[src/rtl/dmem_arbiter_if.sv]
// Bundle for the arbiter's two requester ports and its data-memory port.
// slave = arbiter side, master = requesters plus memory.
interface dmem_arbiter_if #(
    parameter int ADDR_W = 64,
    parameter int DATA_W = 64
);
    logic              p0_req, p0_we, p0_gnt, p0_done, p0_err;
    logic [2:0]        p0_funct3;
    logic [ADDR_W-1:0] p0_addr;
    logic [DATA_W-1:0] p0_wdata, p0_rdata;
    logic              p1_req, p1_we, p1_gnt, p1_done, p1_err;
    logic [2:0]        p1_funct3;
    logic [ADDR_W-1:0] p1_addr;
    logic [DATA_W-1:0] p1_wdata, p1_rdata;
    logic [ADDR_W-1:0] mem_addr;
    logic [DATA_W-1:0] mem_wdata, mem_rdata;
    logic              mem_write, mem_read;
    logic [2:0]        mem_funct3;

    modport slave (
        input  p0_req, p0_we, p0_funct3, p0_addr, p0_wdata,
        output p0_gnt, p0_done, p0_err, p0_rdata,
        input  p1_req, p1_we, p1_funct3, p1_addr, p1_wdata,
        output p1_gnt, p1_done, p1_err, p1_rdata,
        output mem_addr, mem_wdata, mem_write, mem_read, mem_funct3,
        input  mem_rdata
    );

    modport master (
        output p0_req, p0_we, p0_funct3, p0_addr, p0_wdata,
        input  p0_gnt, p0_done, p0_err, p0_rdata,
        output p1_req, p1_we, p1_funct3, p1_addr, p1_wdata,
        input  p1_gnt, p1_done, p1_err, p1_rdata,
        input  mem_addr, mem_wdata, mem_write, mem_read, mem_funct3,
        output mem_rdata
    );
endinterface

[src/rtl/dmem_arbiter.sv]
// Two-port sequencer for the single data-memory port: grant, one access cycle, done.
// Define DMEM_ARB_RR_EN for round-robin arbitration instead of fixed priority + starvation counter.
module dmem_arbiter #(
    parameter int ADDR_W     = 64,
    parameter int DATA_W     = 64,
    parameter int MEM_BYTES  = 64,
    parameter int STARVE_MAX = 4
) (
    input logic           clk,
    input logic           reset,
    dmem_arbiter_if.slave bus
);
    typedef enum logic [1:0] {IDLE, ACCESS, RESP} state_t;
    localparam logic [ADDR_W:0] MEM_LIM = (ADDR_W+1)'(MEM_BYTES);

    state_t                 state_q, state_d;
    logic                   id_q, id_d, we_q, we_d, err_q, err_d;
    logic [ADDR_W-1:0]      mem_addr_q, mem_addr_d;
    logic [DATA_W-1:0]      mem_wdata_q, mem_wdata_d;
    logic [2:0]             mem_funct3_q, mem_funct3_d;
    logic                   mem_write_q, mem_write_d, mem_read_q, mem_read_d;
    logic [1:0]             done_q, done_d, perr_q, perr_d;
    logic [1:0][DATA_W-1:0] rdata_q, rdata_d;

    logic              idle, pick1, gnt0, gnt1, sel_we, sel_bad;
    logic [2:0]        sel_f3;
    logic [ADDR_W-1:0] sel_addr;
    logic [DATA_W-1:0] sel_wdata;
    logic [ADDR_W:0]   sel_end;

    // Grants are suppressed while reset is held so every output reads 0.
    assign idle = (state_q == IDLE) && !reset;
`ifdef DMEM_ARB_RR_EN
    logic last_q, last_d;  // 1 = port 1 won the most recent grant
    assign pick1 = bus.p1_req && (!bus.p0_req || !last_q);
`else
    localparam int CNT_W = $clog2(STARVE_MAX + 1);
    localparam logic [CNT_W-1:0] STARVE_LIM = CNT_W'(STARVE_MAX);
    logic [CNT_W-1:0] starve_q, starve_d;
    assign pick1 = bus.p1_req && (!bus.p0_req || starve_q == STARVE_LIM);
`endif
    assign gnt1 = idle && pick1;
    assign gnt0 = idle && bus.p0_req && !pick1;

    assign sel_we    = pick1 ? bus.p1_we     : bus.p0_we;
    assign sel_f3    = pick1 ? bus.p1_funct3 : bus.p0_funct3;
    assign sel_addr  = pick1 ? bus.p1_addr   : bus.p0_addr;
    assign sel_wdata = pick1 ? bus.p1_wdata  : bus.p0_wdata;
    // One extra bit on the end address so a huge addr cannot wrap back in range.
    assign sel_end = {1'b0, sel_addr} + ((sel_f3 == 3'b010) ? (ADDR_W+1)'(4) : (ADDR_W+1)'(8));
    assign sel_bad = !(sel_f3 == 3'b010 || sel_f3 == 3'b011) || (sel_end > MEM_LIM);

    always_comb begin
        state_d      = state_q;
        id_d         = id_q;
        we_d         = we_q;
        err_d        = err_q;
        mem_addr_d   = '0;
        mem_wdata_d  = '0;
        mem_funct3_d = '0;
        mem_write_d  = 1'b0;
        mem_read_d   = 1'b0;
        done_d       = '0;
        perr_d       = '0;
        rdata_d      = '0;
`ifdef DMEM_ARB_RR_EN
        last_d       = last_q;
`else
        starve_d     = starve_q;
`endif
        case (state_q)
            IDLE: if (gnt0 || gnt1) begin
                id_d    = gnt1;
                we_d    = sel_we;
                err_d   = sel_bad;
                state_d = ACCESS;
                // Memory signals are staged here so they come straight from flops in ACCESS.
                if (!sel_bad) begin
                    mem_addr_d   = sel_addr;
                    mem_funct3_d = sel_f3;
                    mem_read_d   = !sel_we;
                    mem_write_d  = sel_we;
                    mem_wdata_d  = sel_we ? sel_wdata : '0;
                end
`ifdef DMEM_ARB_RR_EN
                last_d = gnt1;
`else
                if (gnt1)                                  starve_d = '0;
                else if (bus.p1_req && starve_q != STARVE_LIM) starve_d = starve_q + 1'b1;
`endif
            end
            ACCESS: begin
                state_d       = RESP;
                done_d[id_q]  = 1'b1;
                perr_d[id_q]  = err_q;
                rdata_d[id_q] = (!err_q && !we_q) ? bus.mem_rdata : '0;
            end
            default: state_d = IDLE;
        endcase
    end

    always_ff @(posedge clk or posedge reset) begin
        if (reset) begin
            state_q      <= IDLE;
            id_q         <= 1'b0;
            we_q         <= 1'b0;
            err_q        <= 1'b0;
            mem_addr_q   <= '0;
            mem_wdata_q  <= '0;
            mem_funct3_q <= '0;
            mem_write_q  <= 1'b0;
            mem_read_q   <= 1'b0;
            done_q       <= '0;
            perr_q       <= '0;
            rdata_q      <= '0;
`ifdef DMEM_ARB_RR_EN
            last_q       <= 1'b1;
`else
            starve_q     <= '0;
`endif
        end else begin
            state_q      <= state_d;
            id_q         <= id_d;
            we_q         <= we_d;
            err_q        <= err_d;
            mem_addr_q   <= mem_addr_d;
            mem_wdata_q  <= mem_wdata_d;
            mem_funct3_q <= mem_funct3_d;
            mem_write_q  <= mem_write_d;
            mem_read_q   <= mem_read_d;
            done_q       <= done_d;
            perr_q       <= perr_d;
            rdata_q      <= rdata_d;
`ifdef DMEM_ARB_RR_EN
            last_q       <= last_d;
`else
            starve_q     <= starve_d;
`endif
        end
    end

    assign bus.p0_gnt     = gnt0;
    assign bus.p1_gnt     = gnt1;
    assign bus.p0_done    = done_q[0];
    assign bus.p1_done    = done_q[1];
    assign bus.p0_err     = perr_q[0];
    assign bus.p1_err     = perr_q[1];
    assign bus.p0_rdata   = rdata_q[0];
    assign bus.p1_rdata   = rdata_q[1];
    assign bus.mem_addr   = mem_addr_q;
    assign bus.mem_wdata  = mem_wdata_q;
    assign bus.mem_funct3 = mem_funct3_q;
    assign bus.mem_write  = mem_write_q;
    assign bus.mem_read   = mem_read_q;
endmodule

[src/flat_wrapper.sv]
// flat-port wrapper written by rule: the top's interface ports become plain ports
module dmem_arbiter_flat 
#(
    parameter int ADDR_W     = 64,
    parameter int DATA_W     = 64,
    parameter int MEM_BYTES  = 64,
    parameter int STARVE_MAX = 4
)
  (clk, reset, bus_p0_req, bus_p0_we, bus_p0_funct3, bus_p0_addr, bus_p0_wdata, bus_p0_gnt, bus_p0_done, bus_p0_err, bus_p0_rdata, bus_p1_req, bus_p1_we, bus_p1_funct3, bus_p1_addr, bus_p1_wdata, bus_p1_gnt, bus_p1_done, bus_p1_err, bus_p1_rdata, bus_mem_addr, bus_mem_wdata, bus_mem_write, bus_mem_read, bus_mem_funct3, bus_mem_rdata);
  dmem_arbiter_if #(.ADDR_W(ADDR_W), .DATA_W(DATA_W)) bus_i ();
  input logic clk;
  input logic reset;
  input wire logic [$bits(bus_i.p0_req)-1:0] bus_p0_req;
  input wire logic [$bits(bus_i.p0_we)-1:0] bus_p0_we;
  input wire logic [$bits(bus_i.p0_funct3)-1:0] bus_p0_funct3;
  input wire logic [$bits(bus_i.p0_addr)-1:0] bus_p0_addr;
  input wire logic [$bits(bus_i.p0_wdata)-1:0] bus_p0_wdata;
  output wire logic [$bits(bus_i.p0_gnt)-1:0] bus_p0_gnt;
  output wire logic [$bits(bus_i.p0_done)-1:0] bus_p0_done;
  output wire logic [$bits(bus_i.p0_err)-1:0] bus_p0_err;
  output wire logic [$bits(bus_i.p0_rdata)-1:0] bus_p0_rdata;
  input wire logic [$bits(bus_i.p1_req)-1:0] bus_p1_req;
  input wire logic [$bits(bus_i.p1_we)-1:0] bus_p1_we;
  input wire logic [$bits(bus_i.p1_funct3)-1:0] bus_p1_funct3;
  input wire logic [$bits(bus_i.p1_addr)-1:0] bus_p1_addr;
  input wire logic [$bits(bus_i.p1_wdata)-1:0] bus_p1_wdata;
  output wire logic [$bits(bus_i.p1_gnt)-1:0] bus_p1_gnt;
  output wire logic [$bits(bus_i.p1_done)-1:0] bus_p1_done;
  output wire logic [$bits(bus_i.p1_err)-1:0] bus_p1_err;
  output wire logic [$bits(bus_i.p1_rdata)-1:0] bus_p1_rdata;
  output wire logic [$bits(bus_i.mem_addr)-1:0] bus_mem_addr;
  output wire logic [$bits(bus_i.mem_wdata)-1:0] bus_mem_wdata;
  output wire logic [$bits(bus_i.mem_write)-1:0] bus_mem_write;
  output wire logic [$bits(bus_i.mem_read)-1:0] bus_mem_read;
  output wire logic [$bits(bus_i.mem_funct3)-1:0] bus_mem_funct3;
  input wire logic [$bits(bus_i.mem_rdata)-1:0] bus_mem_rdata;
  assign bus_i.p0_req = bus_p0_req;
  assign bus_i.p0_we = bus_p0_we;
  assign bus_i.p0_funct3 = bus_p0_funct3;
  assign bus_i.p0_addr = bus_p0_addr;
  assign bus_i.p0_wdata = bus_p0_wdata;
  assign bus_p0_gnt = bus_i.p0_gnt;
  assign bus_p0_done = bus_i.p0_done;
  assign bus_p0_err = bus_i.p0_err;
  assign bus_p0_rdata = bus_i.p0_rdata;
  assign bus_i.p1_req = bus_p1_req;
  assign bus_i.p1_we = bus_p1_we;
  assign bus_i.p1_funct3 = bus_p1_funct3;
  assign bus_i.p1_addr = bus_p1_addr;
  assign bus_i.p1_wdata = bus_p1_wdata;
  assign bus_p1_gnt = bus_i.p1_gnt;
  assign bus_p1_done = bus_i.p1_done;
  assign bus_p1_err = bus_i.p1_err;
  assign bus_p1_rdata = bus_i.p1_rdata;
  assign bus_mem_addr = bus_i.mem_addr;
  assign bus_mem_wdata = bus_i.mem_wdata;
  assign bus_mem_write = bus_i.mem_write;
  assign bus_mem_read = bus_i.mem_read;
  assign bus_mem_funct3 = bus_i.mem_funct3;
  assign bus_i.mem_rdata = bus_mem_rdata;
  dmem_arbiter #(.ADDR_W(ADDR_W), .DATA_W(DATA_W), .MEM_BYTES(MEM_BYTES), .STARVE_MAX(STARVE_MAX)) u_core (.clk(clk), .reset(reset), .bus(bus_i));
endmodule
[config.mk]
export PLATFORM = sky130hd
export DESIGN_NAME = dmem_arbiter_flat
export DESIGN_NICKNAME = d
export VERILOG_FILES = /design/src/rtl/dmem_arbiter_if.sv /design/src/rtl/dmem_arbiter.sv /design/src/flat_wrapper.sv
export SDC_FILE = /design/constraint.sdc
export NUM_CORES = 1
export LEC_CHECK = 0
export CAP_MARGIN = 20
export CORE_AREA = 2 2 235 237
export CTS_CLUSTER_SIZE = 28
export DETAILED_ROUTE_END_ITERATION = 10
export DIE_AREA = 0 0 237 239
export PLACE_DENSITY = 0.61
export RECOVER_POWER = 50
export SKIP_CTS_REPAIR_TIMING = 1
export SLEW_MARGIN = 20
export SYNTH_ARGS = -nofsm -noshare
export SYNTH_HDL_FRONTEND = slang
export SYNTH_SLANG_ARGS = --single-unit
export TNS_END_PERCENT = 1
[constraint.sdc]
create_clock -name clk -period 28.6 [get_ports clk]
set_clock_uncertainty 0.05 [all_clocks]
set_input_delay 5.72 -clock clk [delete_from_list [all_inputs] [get_ports clk]]
set_output_delay 5.72 -clock clk [all_outputs]
set_load 0.01 [all_outputs]
==> results.yml <==
logic_synthesis:
  syn_avg_cell_area_um2: 9.942
  synthTopCellsByArea: "dfrtp_1 (50%), and3_1 (6.4%), nand2_1 (5.6%)"
  synth_top_area_share_pct: 49.90
  synth_edf_count: 0
  yosysTopAreaCell: "dfrtp_1"
  seq_area_frac_synth_pct: 49.90
  syn_inst: 1377
  synth-seq-cells: 273
  synthDistinctLibCells: 79
  synth_commonest_cells: "dfrtp_1 (273), nand2_1 (203), and3_1 (140)"
  ys.flop_type: "dfrtp_1"
  yosysWarningCount: 0
  synth_area_um2: 13690
  yosysMostFrequentCell: "dfrtp_1"
  synthArstFlopShare_pct: 100.0
cts:
  cts_tree: "yes"
  path_clk_slew_ns: 0.06
  clock_latency_ns: 0.59
  cts_made_buffers: 30
  cts_buffer_depth: 3
  root_buffer: "clkbuf_16"
  clock-sinks: 273
  cts_max_level: 1
floorplan:
  die_y_um: 239
  rows: 86
  core-area_um2: 54340
  die_x_um: 237
  die_area_um2: 56640
  start_util_pct: 25.19
  ioPinCount: 599
global_route:
  use_met1_pct: 25.26
  grt_pass1_vias: 13530
  grt_max_degree: 134
  use_met3_pct: 4.723
  overflow: 0
  grt_pass1_wl_um: 88500
  grt_usage_pct: 20.47
  grt.busiest_layer: "met2"
  antenna_found_initial: 12
  grt_use_met2_pct: 35.58
critical_path:
  cp_data_required_time_ns: 22.83
  r2r_start: "u_core.starve_q[0]$_DFFE_PP0P_"
  cp-startpoint: "reset"
  arrival_ns: 7.84
  cp_max_fo: 5
  critPathKind: "in2out"
  end_kind: "primary output"
  rr_worst_depth: 19
  start_kind: "input port"
sta:
  period_minus_slack_ns: 13.61
  fmax_ghz: 0.07347
  finalSetupTns_ns: 0
  setup_violations: 0
  fin_crit_sh_pct: 47.59
  rsz0062_at_grt: "no"
  hold_violations: 0
  tightest_slew_ns: 6.183
  slew_headroom_pct: -314.4
  final_max_slew_viol_count: 267
cells_and_area:
  nets: 2317
  n_fill_cell: 5331
  seq_area_um2: 6832
  multiInputGateArea_um2: 6646
  drive_gt1_share_pct: 7.481
  syn2layout_area_growth_pct: 57.59
placement:
  routabilityCongestion: 0.9444
  portBuffers: 598
  dp_hpwl_um: 45650
power_and_ir_drop:
  p_leak_nw: 9.278
  pwr_density_cell_nw_per_um2: 45.63
  finalPower_mw: 0.9845
  vdd_ir_drop_max_v: 0.00004177
routing:
  first_iter_violations: 908
  firstDrtPassIters: 7
  viasPerCell: 5.067
  drt-total-wl_um: 60790
  drc_errors: 0
  vias: 13740
  detail-route-antenna-nets: 0
  routedWlPerCell_um: 22.42
status:
  violations: "max-capacitance violations, max-slew violations"
  status: "complete, but fails checks"
flow_run:
  cap_violations: 3
min_path:
  hp-start: "u_core.state_q[1]$_DFFE_PP0P_"
  holdPathStages: 1
  hold_path.class: "reg2reg"
[flip-flops by register name, summed over array words and instances (netlist names)]
register and flops:
u_core.bus.mem_addr 64, u_core.bus.mem_wdata 64, u_core.bus.p0_rdata 64, u_core.bus.p1_rdata 64, u_core.bus.mem_funct3 3, u_core.starve_q 3, u_core.done_q 2, u_core.perr_q 2
u_core.state_q 2, u_core.bus.mem_read 1, u_core.bus.mem_write 1, u_core.err_q 1, u_core.id_q 1, u_core.we_q 1
[logic make-up after synthesis]
family                     share of synthesized area [%]
other                                            0.02739
AOI/OAI and AO/OA                                  11.33
xor gates and xnor gates                           2.751
adders and majority gates                         0.2742
DFF                                                49.90
and+or+nand+nor                                    29.27
muxes                                              3.016
buffers and inverters                              3.427
[worst max-delay path, cell delays in order]
cell,delay (ns)
dlygate4sd3_1,0.64
nor3_1,0.45
nand2_1,0.15
nor2_1,0.29
clkdlybuf4s50_1,0.60
[power by group]
part           leakage, nW  switching [mW]  internal, mW  total (mW)
clock                0.497           0.171         0.223       0.394
sequential            3.67         0.00423         0.394       0.398
combinational         5.12           0.108        0.0837       0.192
total                 9.28           0.284         0.700       0.984
[metal layers]
metal  up-vias  share of wire (%)
met5         -               0.15
met4        14                2.9
met3       118                8.0
met2       657                 49
met1      6708                 40
li1       6239                  -
[stage by stage]
step	cells	instance area, um^2	util, %	hold slack, ns	setup WS (ns)
final	2711	21570	39.70	0.4267	14.99
after global routing	2710	21570	39.70	0.4481	14.73
after CTS	2708	21560	39.67	0.4352	14.84
after detailed placement	2653	20540	37.80	0.4166	14.85
after global placement	2653	20540	37.79	0.3929	14.87
after floorplan	1434	13900	-	0.3758	14.85
[final cells by class]
type	count	share of cell area (%)
sequential	273	31.67
antenna	2	0.02320
clock buffer	39	3.961
tap	704	4.083
clock inverter	16	0.7655
inverter	11	0.1972
timing repair buffer	618	28.50
multi-input combinational	1048	30.81
[layout by cell type (no fill, tap or decap), types with 31 or more instances in the layout]
| master | n |
|---|---|
| and3_1 | 140 |
| nand4_1 | 50 |
| nor4_1 | 35 |
| a21oi_1 | 90 |
| xnor2_1 | 31 |
| clkdlybuf4s50_1 | 425 |
| nand3_1 | 42 |
| nor2_1 | 46 |
| nor4b_2 | 41 |
| nand2_1 | 202 |
| dfrtp_1 | 273 |
| dlygate4sd3_1 | 173 |
| conb_1 | 58 |
[path summary, 6_finish.rpt]
check	slack (ns)	end
worst max-delay path	14.99	bus_p0_gnt
worst min-delay path	0.43	u_core.state_q[1]$_DFFE_PP0P_
worst max register to register	22.12	u_core.bus.mem_addr[2]$_DFF_PP0_
worst min register to register	0.43	u_core.state_q[1]$_DFFE_PP0P_
max in group asynchronous	18.18	u_core.bus.p1_rdata[6]$_DFF_PP0_
min in group asynchronous	7.59	u_core.starve_q[0]$_DFFE_PP0P_
Note: power is estimated with default switching activity, not from simulation.
